## src/rtl/fp_add_arb_if.sv

```systemverilog
// Request/response bundle for the shared fixed-point adder arbiter.
// master = requesters and result consumer, slave = fp_add_arb.
interface fp_add_arb_if #(
  parameter int N_REQ = 4,
  parameter int I1    = 2,
  parameter int F1    = 14,
  parameter int I2    = 2,
  parameter int F2    = 14,
  parameter int I3    = 2,
  parameter int F3    = 13
);
  localparam int IDW = (N_REQ > 1) ? $clog2(N_REQ) : 1;

  logic [N_REQ-1:0]         req_valid;
  logic [N_REQ-1:0]         req_ready;
  logic [N_REQ*(I1+F1)-1:0] req_a;
  logic [N_REQ-1:0]         req_s1;
  logic [N_REQ*(I2+F2)-1:0] req_b;
  logic [N_REQ-1:0]         req_s2;

  logic                     rsp_valid;
  logic                     rsp_ready;
  logic [IDW-1:0]           rsp_id;
  logic [I3+F3-1:0]         rsp_c;
  logic                     rsp_sign;
  logic                     rsp_overflow;
  logic                     rsp_underflow;

  modport master (
    output req_valid, req_a, req_s1, req_b, req_s2, rsp_ready,
    input  req_ready, rsp_valid, rsp_id, rsp_c, rsp_sign, rsp_overflow, rsp_underflow
  );

  modport slave (
    input  req_valid, req_a, req_s1, req_b, req_s2, rsp_ready,
    output req_ready, rsp_valid, rsp_id, rsp_c, rsp_sign, rsp_overflow, rsp_underflow
  );
endinterface

```

## src/rtl/fp_add_arb.sv

```systemverilog
// Round-robin arbiter sharing one saturating fixed-point adder; one-entry result register.
// Define FP_ADD_ARB_STATS_EN to build the sticky overflow/underflow event counters.
module fp_add_arb #(
  parameter int N_REQ = 4,
  parameter int I1    = 2,
  parameter int F1    = 14,
  parameter int I2    = 2,
  parameter int F2    = 14,
  parameter int I3    = 2,
  parameter int F3    = 13
) (
  input  logic          clk,
  input  logic          rst,
  fp_add_arb_if.slave   bus,
  input  logic          cnt_clr,
  output logic [15:0]   ovf_count,
  output logic [15:0]   udf_count
);
  localparam int IDW = (N_REQ > 1) ? $clog2(N_REQ) : 1;
  localparam int W1  = I1 + F1;
  localparam int W2  = I2 + F2;
  localparam int W3  = I3 + F3;
  localparam int FM  = (F1 > F2) ? F1 : F2;
  localparam int IM  = ((I1 > I2) ? I1 : I2) + 1;
  localparam int WI  = IM + FM;
  localparam int DL  = FM - F3;
  localparam int KW  = WI - DL;
  localparam logic [WI-1:0] LO_MASK = (WI'(1) << DL) - WI'(1);

  typedef enum logic {EMPTY, FULL} state_t;

  state_t         state;
  logic [IDW-1:0] last;
  logic [IDW-1:0] grant_idx;
  logic           grant_any;
  logic           allowed;

  // Round-robin search starting just after the last winner.
  always_comb begin
    // NOTE: every always_comb output gets a default first so no latch is inferred.
    grant_idx = '0;
    grant_any = 1'b0;
    allowed   = !rst && (state == EMPTY || bus.rsp_ready);
    for (int k = 1; k <= N_REQ; k++) begin
      if (allowed && !grant_any && bus.req_valid[(int'(last) + k) % N_REQ]) begin
        grant_any = 1'b1;
        grant_idx = IDW'((int'(last) + k) % N_REQ);
      end
    end
    bus.req_ready = grant_any ? (N_REQ'(1) << grant_idx) : '0;
  end

  logic [W1-1:0] op_a;
  logic [W2-1:0] op_b;
  logic          s1, s2, sgn;
  logic [WI-1:0] ext_a, ext_b, sum;
  logic [KW-1:0] kept, sx;
  logic [W3-1:0] res, sat, c_next;
  logic          lost, ovf_next, udf_next;

  // Shared adder: align, extend, add at ideal width, then truncate and saturate.
  always_comb begin
    op_a = bus.req_a[int'(grant_idx) * W1 +: W1];
    op_b = bus.req_b[int'(grant_idx) * W2 +: W2];
    s1   = bus.req_s1[grant_idx];
    s2   = bus.req_s2[grant_idx];
    sgn  = s1 | s2;
    if (s1) ext_a = WI'($signed(op_a));
    else    ext_a = WI'(op_a);
    if (s2) ext_b = WI'($signed(op_b));
    else    ext_b = WI'(op_b);
    ext_a = ext_a << (FM - F1);
    ext_b = ext_b << (FM - F2);
    sum   = ext_a + ext_b;
    kept  = KW'(sum >> DL);
    lost  = |(sum & LO_MASK);
    res   = kept[W3-1:0];
    sx    = KW'($signed(res));
    if (sgn) begin
      ovf_next = (kept != sx);
      sat      = kept[KW-1] ? '0 : '1;
    end else begin
      ovf_next = ((kept >> W3) != '0);
      sat      = '1;
    end
    c_next   = ovf_next ? sat : res;
    udf_next = !ovf_next && (res == '0) && lost;
  end

  assign bus.rsp_valid = (state == FULL);

  always_ff @(posedge clk) begin
    // NOTE: sequential state uses non-blocking assignments only.
    if (rst) begin
      state             <= EMPTY;
      last              <= IDW'(N_REQ - 1);
      bus.rsp_id        <= '0;
      bus.rsp_c         <= '0;
      bus.rsp_sign      <= 1'b0;
      bus.rsp_overflow  <= 1'b0;
      bus.rsp_underflow <= 1'b0;
    end else if (grant_any) begin
      state             <= FULL;
      last              <= grant_idx;
      bus.rsp_id        <= grant_idx;
      bus.rsp_c         <= c_next;
      bus.rsp_sign      <= sgn;
      bus.rsp_overflow  <= ovf_next;
      bus.rsp_underflow <= udf_next;
    end else if (state == FULL && bus.rsp_ready) begin
      state <= EMPTY;
    end
  end

`ifdef FP_ADD_ARB_STATS_EN
  always_ff @(posedge clk) begin
    if (rst || cnt_clr) begin
      ovf_count <= '0;
      udf_count <= '0;
    end else if (grant_any) begin
      if (ovf_next && ovf_count != 16'hFFFF) ovf_count <= ovf_count + 16'd1;
      if (udf_next && udf_count != 16'hFFFF) udf_count <= udf_count + 16'd1;
    end
  end
`else
  logic unused_cnt_clr;
  assign unused_cnt_clr = cnt_clr;
  assign ovf_count = '0;
  assign udf_count = '0;
`endif
endmodule

```

## src/flat_wrapper.sv

```systemverilog
// flat-port wrapper written by rule: the top's interface ports become plain ports
module fp_add_arb_flat 
#(
  parameter int N_REQ = 4,
  parameter int I1    = 2,
  parameter int F1    = 14,
  parameter int I2    = 2,
  parameter int F2    = 14,
  parameter int I3    = 2,
  parameter int F3    = 13
)
  (clk, rst, cnt_clr, ovf_count, udf_count, bus_req_valid, bus_req_a, bus_req_s1, bus_req_b, bus_req_s2, bus_rsp_ready, bus_req_ready, bus_rsp_valid, bus_rsp_id, bus_rsp_c, bus_rsp_sign, bus_rsp_overflow, bus_rsp_underflow);
  fp_add_arb_if #(.N_REQ(N_REQ), .I1(I1), .F1(F1), .I2(I2), .F2(F2), .I3(I3), .F3(F3)) bus_i ();
  input  logic clk;
  input  logic rst;
  input  logic cnt_clr;
  output logic [15:0] ovf_count;
  output logic [15:0] udf_count;
  input wire logic [$bits(bus_i.req_valid)-1:0] bus_req_valid;
  input wire logic [$bits(bus_i.req_a)-1:0] bus_req_a;
  input wire logic [$bits(bus_i.req_s1)-1:0] bus_req_s1;
  input wire logic [$bits(bus_i.req_b)-1:0] bus_req_b;
  input wire logic [$bits(bus_i.req_s2)-1:0] bus_req_s2;
  input wire logic [$bits(bus_i.rsp_ready)-1:0] bus_rsp_ready;
  output wire logic [$bits(bus_i.req_ready)-1:0] bus_req_ready;
  output wire logic [$bits(bus_i.rsp_valid)-1:0] bus_rsp_valid;
  output wire logic [$bits(bus_i.rsp_id)-1:0] bus_rsp_id;
  output wire logic [$bits(bus_i.rsp_c)-1:0] bus_rsp_c;
  output wire logic [$bits(bus_i.rsp_sign)-1:0] bus_rsp_sign;
  output wire logic [$bits(bus_i.rsp_overflow)-1:0] bus_rsp_overflow;
  output wire logic [$bits(bus_i.rsp_underflow)-1:0] bus_rsp_underflow;
  assign bus_i.req_valid = bus_req_valid;
  assign bus_i.req_a = bus_req_a;
  assign bus_i.req_s1 = bus_req_s1;
  assign bus_i.req_b = bus_req_b;
  assign bus_i.req_s2 = bus_req_s2;
  assign bus_i.rsp_ready = bus_rsp_ready;
  assign bus_req_ready = bus_i.req_ready;
  assign bus_rsp_valid = bus_i.rsp_valid;
  assign bus_rsp_id = bus_i.rsp_id;
  assign bus_rsp_c = bus_i.rsp_c;
  assign bus_rsp_sign = bus_i.rsp_sign;
  assign bus_rsp_overflow = bus_i.rsp_overflow;
  assign bus_rsp_underflow = bus_i.rsp_underflow;
  fp_add_arb #(.N_REQ(N_REQ), .I1(I1), .F1(F1), .I2(I2), .F2(F2), .I3(I3), .F3(F3)) u_core (.clk(clk), .rst(rst), .bus(bus_i), .cnt_clr(cnt_clr), .ovf_count(ovf_count), .udf_count(udf_count));
endmodule
```

## config.mk

```make
export PLATFORM = sky130hd
export DESIGN_NAME = fp_add_arb_flat
export DESIGN_NICKNAME = d
export VERILOG_FILES = /design/src/rtl/fp_add_arb_if.sv /design/src/rtl/fp_add_arb.sv /design/src/flat_wrapper.sv
export SDC_FILE = /design/constraint.sdc
export NUM_CORES = 1
export LEC_CHECK = 0
export BUFFER_PORTS_ARGS = -buffer_cell sky130_fd_sc_hd__buf_2
export CORE_ASPECT_RATIO = 1.1
export CORE_MARGIN = 1.5
export CORE_UTILIZATION = 40
export CTS_BUF_LIST = sky130_fd_sc_hd__clkbuf_16
export CTS_CLUSTER_DIAMETER = 200
export CTS_CLUSTER_SIZE = 16
export DETAILED_ROUTE_END_ITERATION = 8
export HOLD_SLACK_MARGIN = 0.15
export PLACE_DENSITY = 0.86
export REMOVE_ABC_BUFFERS = 1
export SKIP_CTS_REPAIR_TIMING = 1
export SYNTH_ARGS = -nofsm -noshare
export SYNTH_HDL_FRONTEND = slang
export SYNTH_SLANG_ARGS = --single-unit
```

## constraint.sdc

```tcl
create_clock -name clk -period 4.45 [get_ports clk]
set_clock_uncertainty 0.05 [all_clocks]
set_input_delay 0.6675 -clock clk [delete_from_list [all_inputs] [get_ports clk]]
set_output_delay 0.6675 -clock clk [all_outputs]
set_load 0.02 [all_outputs]
```

==> results of run 1 <==
==> cell families (layout without fill, tap and decap cells) <==
| group | Yosys count | count (layout) | synth area share |
|---|---|---|---|
| compound gates | 112 | 113 | 0.255 |
| xor+xnor | 19 | 19 | 0.0504 |
| fa+ha+maj | 17 | 17 | 0.0667 |
| buf+inv | 72 | 232 | 0.122 |
| flops | 23 | 23 | 0.139 |
| mux | 8 | 8 | 0.0246 |
| other cells | 1 | 32 | 0.00114 |
| simple gates | 263 | 263 | 0.341 |
==> metal layers <==
layer | track usage | vias to the layer above
met4 | 0.0556 | 0
met1 | 0.260 | 1942
met5 | 0 | -
met2 | 0.435 | 162
li1 | - | 2112
met3 | 0.0245 | 24
==> worst max-delay path, cell delays in order <==
cell      delay (ns)
buf_2           0.09
or3b_1          0.33
o2111a_1        0.15
buf_4           0.16
nand2_8         0.10
buf_12          0.16
nand2_1         0.07
and3_1          0.16
a31oi_1         0.16
ha_1            0.27
and3_1          0.19
a221oi_1        0.27
buf_4           0.17
o211ai_1        0.10
a41oi_2         0.28
a21bo_1         0.18
o21a_1          0.16
a21oi_1         0.14
a31o_4          0.32
o21a_1          0.18
==> layout make-up <==
class | instances | area, um^2 | share of cell area
inverters | 9 | 33.8 | 0.00723
flip-flops and latches | 23 | 460 | 0.0986
clock buffers | 3 | 75.1 | 0.0161
multi-input cells | 452 | 2670 | 0.571
clock inverters | 1 | 5.00 | 0.00107
well taps | 108 | 135 | 0.0289
repair buffers | 219 | 1290 | 0.277
==> worst max-delay path by stage <==
stage / slack, ns / endpoint
final: 0.22 / u_core.bus.rsp_overflow
after floorplan: -1.15 / u_core.bus.rsp_c[0]
after global routing: -0.01 / u_core.bus.rsp_c[3]
after detailed placement: -0.28 / u_core.bus.rsp_overflow
after CTS: -0.05 / u_core.bus.rsp_overflow
after global placement: -0.19 / u_core.bus.rsp_c[12]
==> state kept, by name, indices dropped and copies added, names as in the netlist <==
| signal | flops |
|---|---|
| u_core.bus.rsp_underflow | 1 |
| u_core.last | 2 |
| u_core.bus.rsp_overflow | 1 |
| u_core.bus.rsp_c | 15 |
| u_core.bus.rsp_sign | 1 |
| u_core.bus.rsp_id | 2 |
| u_core.bus.rsp_valid | 1 |
==> report_power, final <==
part | switching (mW) | leakage [nW] | internal [mW]
Sequential | 0.0306 | 0.191 | 0.264
Combinational | 0.711 | 2.24 | 0.575
Clock | 0.0755 | 0.0409 | 0.121
==> through the flow <==
stage / TNS [ns] / power, mW / util / std cells
5_1_grt: -0.0242 / 1.91 / 0.587 / 815
4_1_cts: -0.379 / 1.69 / 0.572 / 813
3_5_place_dp: -3.82 / 1.49 / 0.562 / 809
3_3_place_gp: -2.66 / 1.44 / 0.562 / 809
2_1_floorplan: -17.25 / 1.05 / - / 483
6_report: 0 / 1.78 / 0.587 / 815
==> placed cells by master (no fill, tap or decap), types with 3 or more instances in the layout <==
master / Yosys / layout
buf_12: 0 / 5
a21o_1: 9 / 9
o32ai_1: 4 / 4
nand2b_1: 4 / 4
o21a_1: 3 / 3
and3_1: 34 / 34
nand3_1: 5 / 5
buf_4: 33 / 46
inv_1: 9 / 9
o32ai_2: 10 / 10
ha_1: 16 / 16
buf_2: 1 / 167
nor3_1: 4 / 4
o21ai_0: 6 / 5
o211ai_1: 6 / 6
dfxtp_1: 23 / 23
xnor2_1: 15 / 15
nand2_1: 160 / 160
conb_1: 1 / 32
o21ai_1: 4 / 4
a31oi_1: 33 / 31
nor2_1: 46 / 45
mux2i_1: 7 / 7
xor2_1: 4 / 4
or3_1: 3 / 3
a21oi_1: 20 / 19
clkbuf_16: 0 / 3
==> metrics.md, run 1 <==
| Metric | Value |
|---|---|
| Outcome | `completed` |
| PwrDens | `381 nW/um^2` |
| Share of the synthesized area in the top cell type | `0.182` |
| Max Slew Vio Count | `0` |
| Wire length on met3 | `610 um` |
| Pin count of the biggest net entering global routing | `38` |
| Total gr overflow | `0` |
| Vias | `4240` |
| Leakage | `2.47 nW` |
| Post-DP HPWL | `8390 um` |
| Synth warn | `0` |
| Pre-CTS setup slack | `-0.278 ns` |
| WP data arrival | `4.33 ns` |
| Wirelength, routed | `10600 um` |
| Metal-1 WL | `4120 um` |
| RSZ-0062 raised after global routing | `yes` |
| RePlAce Congestion | `0.834` |
| Hold worst-path end | `u_core.bus.rsp_id[1]` |
| Post-synth EDFFs | `0` |
| Die height | `98.3 um` |
| Vias per inst | `5.20` |
| PortBufs | `167` |
| R2r worst-path depth | `19` |
| Max Root-Sink Buffers | `2` |
| Fillers | `759` |
| Yosys cell types | `49` |
| Avg WL per Cell | `13.0 um` |
| Hold_sp | `u_core.bus.rsp_id[1]` |
| Highest routed layer | `met4` |
| Worst vdd rail ir drop | `0.241 mV` |
| Synth top area cells | `nand2_1, dfxtp_1, buf_4` |
| CP Launch Point | `bus_req_valid[1]` |
| Top FF cell, synth | `dfxtp_1` |
| Area grow syn2layout | `41.4%` |
| Gate Count Post-Synth | `515` |
| CP startpoint kind | `input pin` |
| Core box area | `7960 um^2` |
| Met2 WL | `5600 um` |
| Design area | `4670 um^2` |
| Post-route setup slack | `0.221 ns` |
| Total CTS buffers | `3` |
| Layout cells sized above 1 | `0.354` |
| Clock H-tree levels | `1` |
| Placed cell areas | `4470 um^2` |
| TritonCTS Sinks | `23` |
| Yosys reg bits | `23` |
| CTS tree | `built` |
| Num rows | `34` |
| Final Hold Fails | `0` |
| Hold depth | `2` |
| Final Net Count | `869` |
| Die ar. | `8810 um^2` |
| CP Data Required Time | `4.55 ns` |
| R2r setup slk | `0.33 ns` |
| First-pass GRT wire length | `16800 um` |
| Max cap viols | `0` |
| Setup violators final | `0` |
| Antenna diodes | `0` |
| Commonest cells post-synth | `nand2_1, nor2_1, and3_1` |
| Synth area leader | `nand2_1` |
| IO Pins | `201` |
| Worst-Skew Late Latency | `0.26 ns` |
| Die Wd | `89.6 um` |
| Synth async-reset ratio | `0` |
| Reg-to-Reg End | `u_core.bus.rsp_overflow` |
| Vias in the first global route | `4058` |
| Post-route ant nets | `0` |
| Worst hold slack | `0.405 ns` |
| GRT Overall Usage | `0.228` |
| Clk root buf | `clkbuf_16` |
| Tmin final | `4.23 ns` |
| FF-to-FF Start | `u_core.last[1]` |
| Critical path class | `in2reg` |
| Seq/Total Area, Yosys | `0.139` |
| Initial antenna violation count | `0` |
| 1st-iter DRT viols | `118` |
| Worst Hold Class | `reg2reg` |
| Period utilization | `0.950` |
| DRC viols | `0` |
| Post-Syn Area | `3300 um^2` |
| Critical path endpoint category | `flop` |
| Starting Density | `0.415` |
| Drt first pass iters | `5` |
| Worst-path fanout max | `23` |
| Count leader, synth | `nand2_1` |
| Max Fclk | `0.236 GHz` |
| Mean area per synthesized cell | `6.41 um^2` |
| Reg clk slew, reported paths | `0.06 ns` |
Note: power is estimated with default switching activity, not from simulation.
==> run 2, diff against run 1 <==
--- a/config.mk
+++ b/config.mk
@@ -8,13 +8,13 @@
 export BUFFER_PORTS_ARGS = -buffer_cell sky130_fd_sc_hd__buf_2
 export CORE_ASPECT_RATIO = 1.1
 export CORE_MARGIN = 1.5
-export CORE_UTILIZATION = 40
-export CTS_BUF_LIST = sky130_fd_sc_hd__clkbuf_16
+export CORE_UTILIZATION = 41
+export CTS_BUF_LIST = sky130_fd_sc_hd__clkbuf_8
 export CTS_CLUSTER_DIAMETER = 200
 export CTS_CLUSTER_SIZE = 16
 export DETAILED_ROUTE_END_ITERATION = 8
 export HOLD_SLACK_MARGIN = 0.15
-export PLACE_DENSITY = 0.86
+export PLACE_DENSITY = 0.88
 export REMOVE_ABC_BUFFERS = 1
 export SKIP_CTS_REPAIR_TIMING = 1
 export SYNTH_ARGS = -nofsm -noshare
==> run 2 against run 1 <==
Compared with the run above: largest cell class unchanged; count of clock-buffer cells in the layout unchanged; critical path depth increased by 2; sequential power about the same; non-clock buffer count increased by 2; clock power decreased by 34%; setup slack got worse by 0.098 ns; die area decreased by 2.4%; cell area decreased by 1.1%; highest routed layer unchanged; critical endpoint is now u_core.bus.rsp_c[0]; hold slack improved by 0.0028 ns.
==> metrics.md, run 2 (synthesized netlist as in run 1, its figures left out) <==
| Metric | Value |
|---|---|
| Outcome | `completed` |
| Worst vdd rail ir drop | `0.163 mV` |
| WP buf/inv | `7` |
| Wirelength, routed | `10500 um` |
| Total CTS buffers | `3` |
| Most common cell after layout, fill and taps aside | `buf_2` |
| First-pass GRT wire length | `16200 um` |
| RePlAce Congestion | `0.879` |
| Final Hold Fails | `0` |
| Max FFs per register | `15` |
| Worst hold slack | `0.408 ns` |
| PortBufs | `167` |
| Hold depth | `2` |
| Clock H-tree levels | `1` |
| Drt first pass iters | `5` |
| Vias in the first global route | `3850` |
| RSZ-0062 raised after global routing | `yes` |
| Vias per inst | `5.22` |
| CP startpoint kind | `input pin` |
| Biggest registers after layout | `u_core.bus.rsp_c: 15 flops, u_core.bus.rsp_id: 2 flops, u_core.last: 2 flops` |
| Critical path class | `in2reg` |
| CP Cell Sequence | `buf_2, buf_4, inv_1, o211ai_1, o21ai_1, a21oi_2, buf_4, buf_4, and3_1, a31oi_1, ha_1, a21o_1, a221oi_1, buf_4, o211ai_1, a41oi_2, o21a_1, a21boi_2, o22ai_2, nor2_2, buf_12, o32ai_1` |
| Max cap viols | `0` |
| Die height | `97.1 um` |
| Max Root-Sink Buffers | `2` |
| Delay-heaviest family, CP | `compound AO/OA/AOI/OAI gates` |
| Final Net Count | `871` |
| Period utilization | `0.972` |
| Starting Density | `0.420` |
| Biggest register | `u_core.bus.rsp_c` |
| IO Pins | `201` |
| Avg WL per Cell | `12.8 um` |
| Crit path top cell by count | `buf_4` |
| Vias | `4264` |
| Core box area | `7870 um^2` |
| WP depth | `22` |
| TritonCTS Sinks | `23` |
| Worst-path fanout max | `14` |
| Worst Hold Class | `reg2reg` |
| Clk root buf | `clkbuf_8` |
| Tmin final | `4.33 ns` |
| Max Fclk | `0.231 GHz` |
| Post-route setup slack | `0.124 ns` |
| Layout cells sized above 1 | `0.357` |
| Pin count of the biggest net entering global routing | `38` |
| Fillers | `712` |
| CP max stage cell | `ha_1` |
| Setup TNS | `0 ns` |
| Power Total | `1.69 mW` |
| Antenna diodes | `0` |
| R2r worst-path depth | `20` |
| DRC viols | `0` |
| PwrDens | `366 nW/um^2` |
| Num rows | `34` |
| Max Slew Vio Count | `0` |
| Die ar. | `8600 um^2` |
| Post-route ant nets | `0` |
| Leakage | `2.47 nW` |
| CP Data Required Time | `4.57 ns` |
| Worst-Skew Late Latency | `0.27 ns` |
| Area grow syn2layout | `39.8%` |
| Initial antenna violation count | `0` |
| Total gr overflow | `0` |
| Post-DP HPWL | `8350 um` |
| Most frequent cells in the layout | `buf_2, nand2_1, buf_4` |
| Die Wd | `88.6 um` |
| Reg clk slew, reported paths | `0.08 ns` |
| Critical path endpoint category | `flop` |
| CTS tree | `built` |
| 1st-iter DRT viols | `206` |
| WP data arrival | `4.45 ns` |
| Max stage delay on crit path | `0.34 ns` |
| GRT Overall Usage | `0.226` |
| Pre-CTS setup slack | `-0.372 ns` |
| Setup violators final | `0` |
[run 2: final cells by class]
class                   count  area [um^2]  share of cell area
multi-input cells         452         2640               0.571
repair buffers            221         1310               0.283
flip-flops and latches     23          460              0.0997
well taps                 108          135              0.0293
clock buffers               3         41.3             0.00894
inverters                   9         33.8             0.00731
clock inverters             1         3.75            0.000813
[run 2: through the flow]
| step | std cells | utilization | instance area, um^2 |
|---|---|---|---|
| after floorplan | 483 | - | 3050 |
| after global placement | 810 | 0.569 | 4480 |
| after detailed placement | 810 | 0.569 | 4480 |
| after CTS | 814 | 0.575 | 4520 |
| after global routing | 817 | 0.587 | 4620 |
| final | 817 | 0.587 | 4620 |
[run 2: path summary, 6_finish.rpt]
path,start,endpoint,slack [ns]
setup / recovery,bus_req_valid[1],u_core.bus.rsp_c[0],0.12
hold / removal,u_core.bus.rsp_id[1],u_core.bus.rsp_id[1],0.41
setup reg to reg,u_core.last[1],u_core.bus.rsp_c[0],0.27
hold reg to reg,u_core.bus.rsp_id[1],u_core.bus.rsp_id[1],0.41
[run 2: per-layer routing]
| layer | share of wire | routed length, um | vias up | track usage |
|---|---|---|---|---|
| met5 | 0 | 0 | - | 0 |
| met4 | 0.019 | 198 | 0 | 0.0625 |
| met3 | 0.052 | 543 | 18 | 0.0161 |
| met2 | 0.52 | 5440 | 178 | 0.415 |
| met1 | 0.41 | 4310 | 1943 | 0.275 |
| li1 | - | - | 2125 | - |
[run 2: tightest hold or removal path, cell delays in order (launching register included)]
cell,delay (ns)
dfxtp_1,0.31
nand2_1,0.05
a21oi_1,0.05
[run 2: power by group]
| part | switching [mW] | internal, mW | leakage [nW] |
|---|---|---|---|
| logic | 0.702 | 0.563 | 2.25 |
| clock network | 0.0687 | 0.0617 | 0.0269 |
| registers | 0.0332 | 0.264 | 0.191 |
==> run 3, diff against run 2 <==
--- a/config.mk
+++ b/config.mk
@@ -5,6 +5,7 @@
 export SDC_FILE = /design/constraint.sdc
 export NUM_CORES = 1
 export LEC_CHECK = 0
+export ABC_AREA = 1
 export BUFFER_PORTS_ARGS = -buffer_cell sky130_fd_sc_hd__buf_2
 export CORE_ASPECT_RATIO = 1.1
 export CORE_MARGIN = 1.5
@@ -14,7 +15,7 @@
 export CTS_CLUSTER_SIZE = 16
 export DETAILED_ROUTE_END_ITERATION = 8
 export HOLD_SLACK_MARGIN = 0.15
-export PLACE_DENSITY = 0.88
+export PLACE_DENSITY = 0.87
 export REMOVE_ABC_BUFFERS = 1
 export SKIP_CTS_REPAIR_TIMING = 1
 export SYNTH_ARGS = -nofsm -noshare
==> run 3 against run 2 <==
Compared with the run above: cell count is 6.0% higher; core utilization is 1.8 points higher; synthesized cell count is 4.5% higher; synthesized area is 1.9% higher.
==> metrics.md, run 3 <==
| Metric | Value |
|---|---|
| Critical path class | `in2reg` |
| Tmin final | `4.20 ns` |
| Synth Area in Compound Gates | `0.241` |
| Setup violators final | `0` |
| Most frequent cells in the layout | `buf_2, nand2_1, buf_4` |
| Yosys reg bits | `23` |
| Mux share of post-synthesis cell area | `0` |
| Synth async-reset ratio | `0` |
| Die ar. | `8760 um^2` |
| TritonCTS Sinks | `23` |
| Area grow syn2layout | `43.1%` |
| Wirelength, routed | `9700 um` |
| 1st-iter DRT viols | `133` |
| Mean area per synthesized cell | `6.26 um^2` |
| Reg clk slew, reported paths | `0.07 ns` |
| Max FFs per register | `15` |
| Critical path endpoint category | `flop` |
| Count leader, synth | `nand2_1` |
| Pre-CTS setup slack | `-0.203 ns` |
| Layout cells sized above 1 | `0.421` |
| Met2 WL | `5000 um` |
| Pin count of the biggest net entering global routing | `29` |
| Outcome | `completed` |
| Vias in the first global route | `3689` |
| Synth area leader | `dfxtp_1` |
| Vias | `4178` |
| Commonest cells post-synth | `nand2_1, inv_1, nor2_1` |
| Hold_sp | `u_core.bus.rsp_underflow` |
| Final Net Count | `920` |
| Post-DP HPWL | `8000 um` |
| Clock H-tree levels | `1` |
| DRC viols | `0` |
| Post-route setup slack | `0.250 ns` |
| Period utilization | `0.944` |
| Die Wd | `89.4 um` |
| Total CTS buffers | `3` |
| Synth top area cells | `dfxtp_1, nand2_1, buf_4` |
| GRT Overall Usage | `0.207` |
| Worst-path fanout max | `21` |
| Post-synth EDFFs | `0` |
| Top FF cell, synth | `dfxtp_1` |
| Most common cell after layout, fill and taps aside | `buf_2` |
| Core box area | `7960 um^2` |
| Post-route ant nets | `0` |
| CP Launch Point | `bus_rsp_ready` |
| Fillers | `798` |
| WP data arrival | `4.34 ns` |
| Gate Count Post-Synth | `538` |
| Die height | `98.0 um` |
| Worst Hold Class | `reg2reg` |
| Worst hold slack | `0.440 ns` |
| Drt first pass iters | `4` |
| Max Slew Vio Count | `0` |
| Worst-Skew Late Latency | `0.26 ns` |
| Starting Density | `0.423` |
| Max Root-Sink Buffers | `2` |
| Yosys cell types | `44` |
| Wire length on met3 | `438 um` |
| Post-Syn Area | `3370 um^2` |
| Biggest registers after layout | `u_core.bus.rsp_c: 15 flops, u_core.bus.rsp_id: 2 flops, u_core.last: 2 flops` |
| Num rows | `34` |
| Biggest register | `u_core.bus.rsp_c` |
| CTS tree | `built` |
| Initial antenna violation count | `0` |
| Clk root buf | `clkbuf_8` |
| Total gr overflow | `0` |
| Max Fclk | `0.238 GHz` |
| CP startpoint kind | `input pin` |
| Synth warn | `0` |
| Avg WL per Cell | `11.2 um` |
| Max cap viols | `0` |
| First-pass GRT wire length | `15200 um` |
| Post-Synth Simple-Gate Area | `0.340` |
| Highest routed layer | `met4` |
| Final Hold Fails | `0` |
| RePlAce Congestion | `0.938` |
| Metal-1 WL | `4190 um` |
| Seq/Total Area, Yosys | `0.137` |
| IO Pins | `201` |
| Antenna diodes | `0` |
| Largest family of logic cells by synthesized area | `simple AND/OR/NAND/NOR gates` |
| PortBufs | `167` |
| Post-Synth Adder-Cell Area | `0.0654` |
| Xor-xnor portion of the synthesized cell area | `0.0364` |
| Share of the synthesized area in the top cell type | `0.137` |
| Vias per inst | `4.82` |
| FF-to-FF Start | `u_core.last[0]` |
| CP Data Required Time | `4.59 ns` |
-- run 3: cell count changes after synthesis, moves of 11 or more --
cell	delta
o21ai_0	+34
clkbuf_1	-11
nand2_2	+12
nand3_1	+36
nand2_1	-61
a31oi_1	-29
o221ai_1	+12
o22a_1	+11
inv_1	+53
o22ai_1	+16
and3_1	-34
-- run 3: logic make-up (layout without fill, tap and decap cells) --
family	after synthesis	after routing
AND/OR/NAND/NOR	237	238
AO/OA/AOI/OAI	125	125
buffers and inverters	121	309
flip-flops	23	23
adder cells (fa/ha/maj)	17	17
XOR/XNOR	14	14
other	1	32
-- run 3: critical path: stages --
cell and delay [ns]:
buf_2 0.08, nor2_2 0.05, nor2_4 0.16, o21ai_1 0.10
nor2_2 0.23, nand4_1 0.15, nand2_2 0.17, nand2_2 0.10
buf_4 0.18, buf_6 0.17, o22ai_1 0.15, nor2_1 0.06
o21ai_0 0.10, inv_1 0.07, ha_1 0.36, nand2_1 0.11
o21ai_0 0.19, nand2_1 0.07, nand4_1 0.11, xor2_1 0.22
inv_1 0.12, nor2_4 0.14, nand3_2 0.09, buf_4 0.15
nand3_4 0.09, inv_4 0.10, a21oi_2 0.12
-- run 3: worst paths after layout --
path | end | slack (ns) | depth (start not counted)
min reg2reg | u_core.bus.rsp_underflow | 0.44 | 2
min | u_core.bus.rsp_underflow | 0.44 | 2
max reg2reg | u_core.bus.rsp_c[4] | 0.28 | 27
max | u_core.bus.rsp_c[4] | 0.25 | 27
-- run 3: metrics by stage --
| stage | instances | area [um^2] | setup TNS [ns] | utilization |
|---|---|---|---|---|
| final | 866 | 4820 | 0 | 0.605 |
| after global routing | 866 | 4820 | -0.866 | 0.605 |
| after CTS | 859 | 4630 | -0.0454 | 0.583 |
| after detailed placement | 855 | 4590 | -2.59 | 0.577 |
| after floorplan | 519 | 3150 | -9.10 | - |
| after global placement | 855 | 4590 | -1.72 | 0.577 |
-- run 3: area by class of cell --
| type | count | area [um^2] | share of cell area |
|---|---|---|---|
| Multi-Input combinational cell | 426 | 2540 | 0.527 |
| Clock buffer | 3 | 41.3 | 0.00857 |
| Inverter | 71 | 272 | 0.0564 |
| Sequential cell | 23 | 465 | 0.0966 |
| Tap cell | 108 | 135 | 0.0281 |
| Clock inverter | 1 | 3.75 | 0.000779 |
| Timing Repair Buffer | 234 | 1360 | 0.283 |
-- run 3: per-layer routing --
layer / global-route usage / vias to the layer above
li1: - / 2190
met5: 0 / -
met4: 0.0426 / 0
met1: 0.258 / 1853
met3: 0.0152 / 9
met2: 0.381 / 126
Power of run 3 is not shown: default switching activity piles up to over one toggle a cycle in this logic, so the estimate is an artifact.
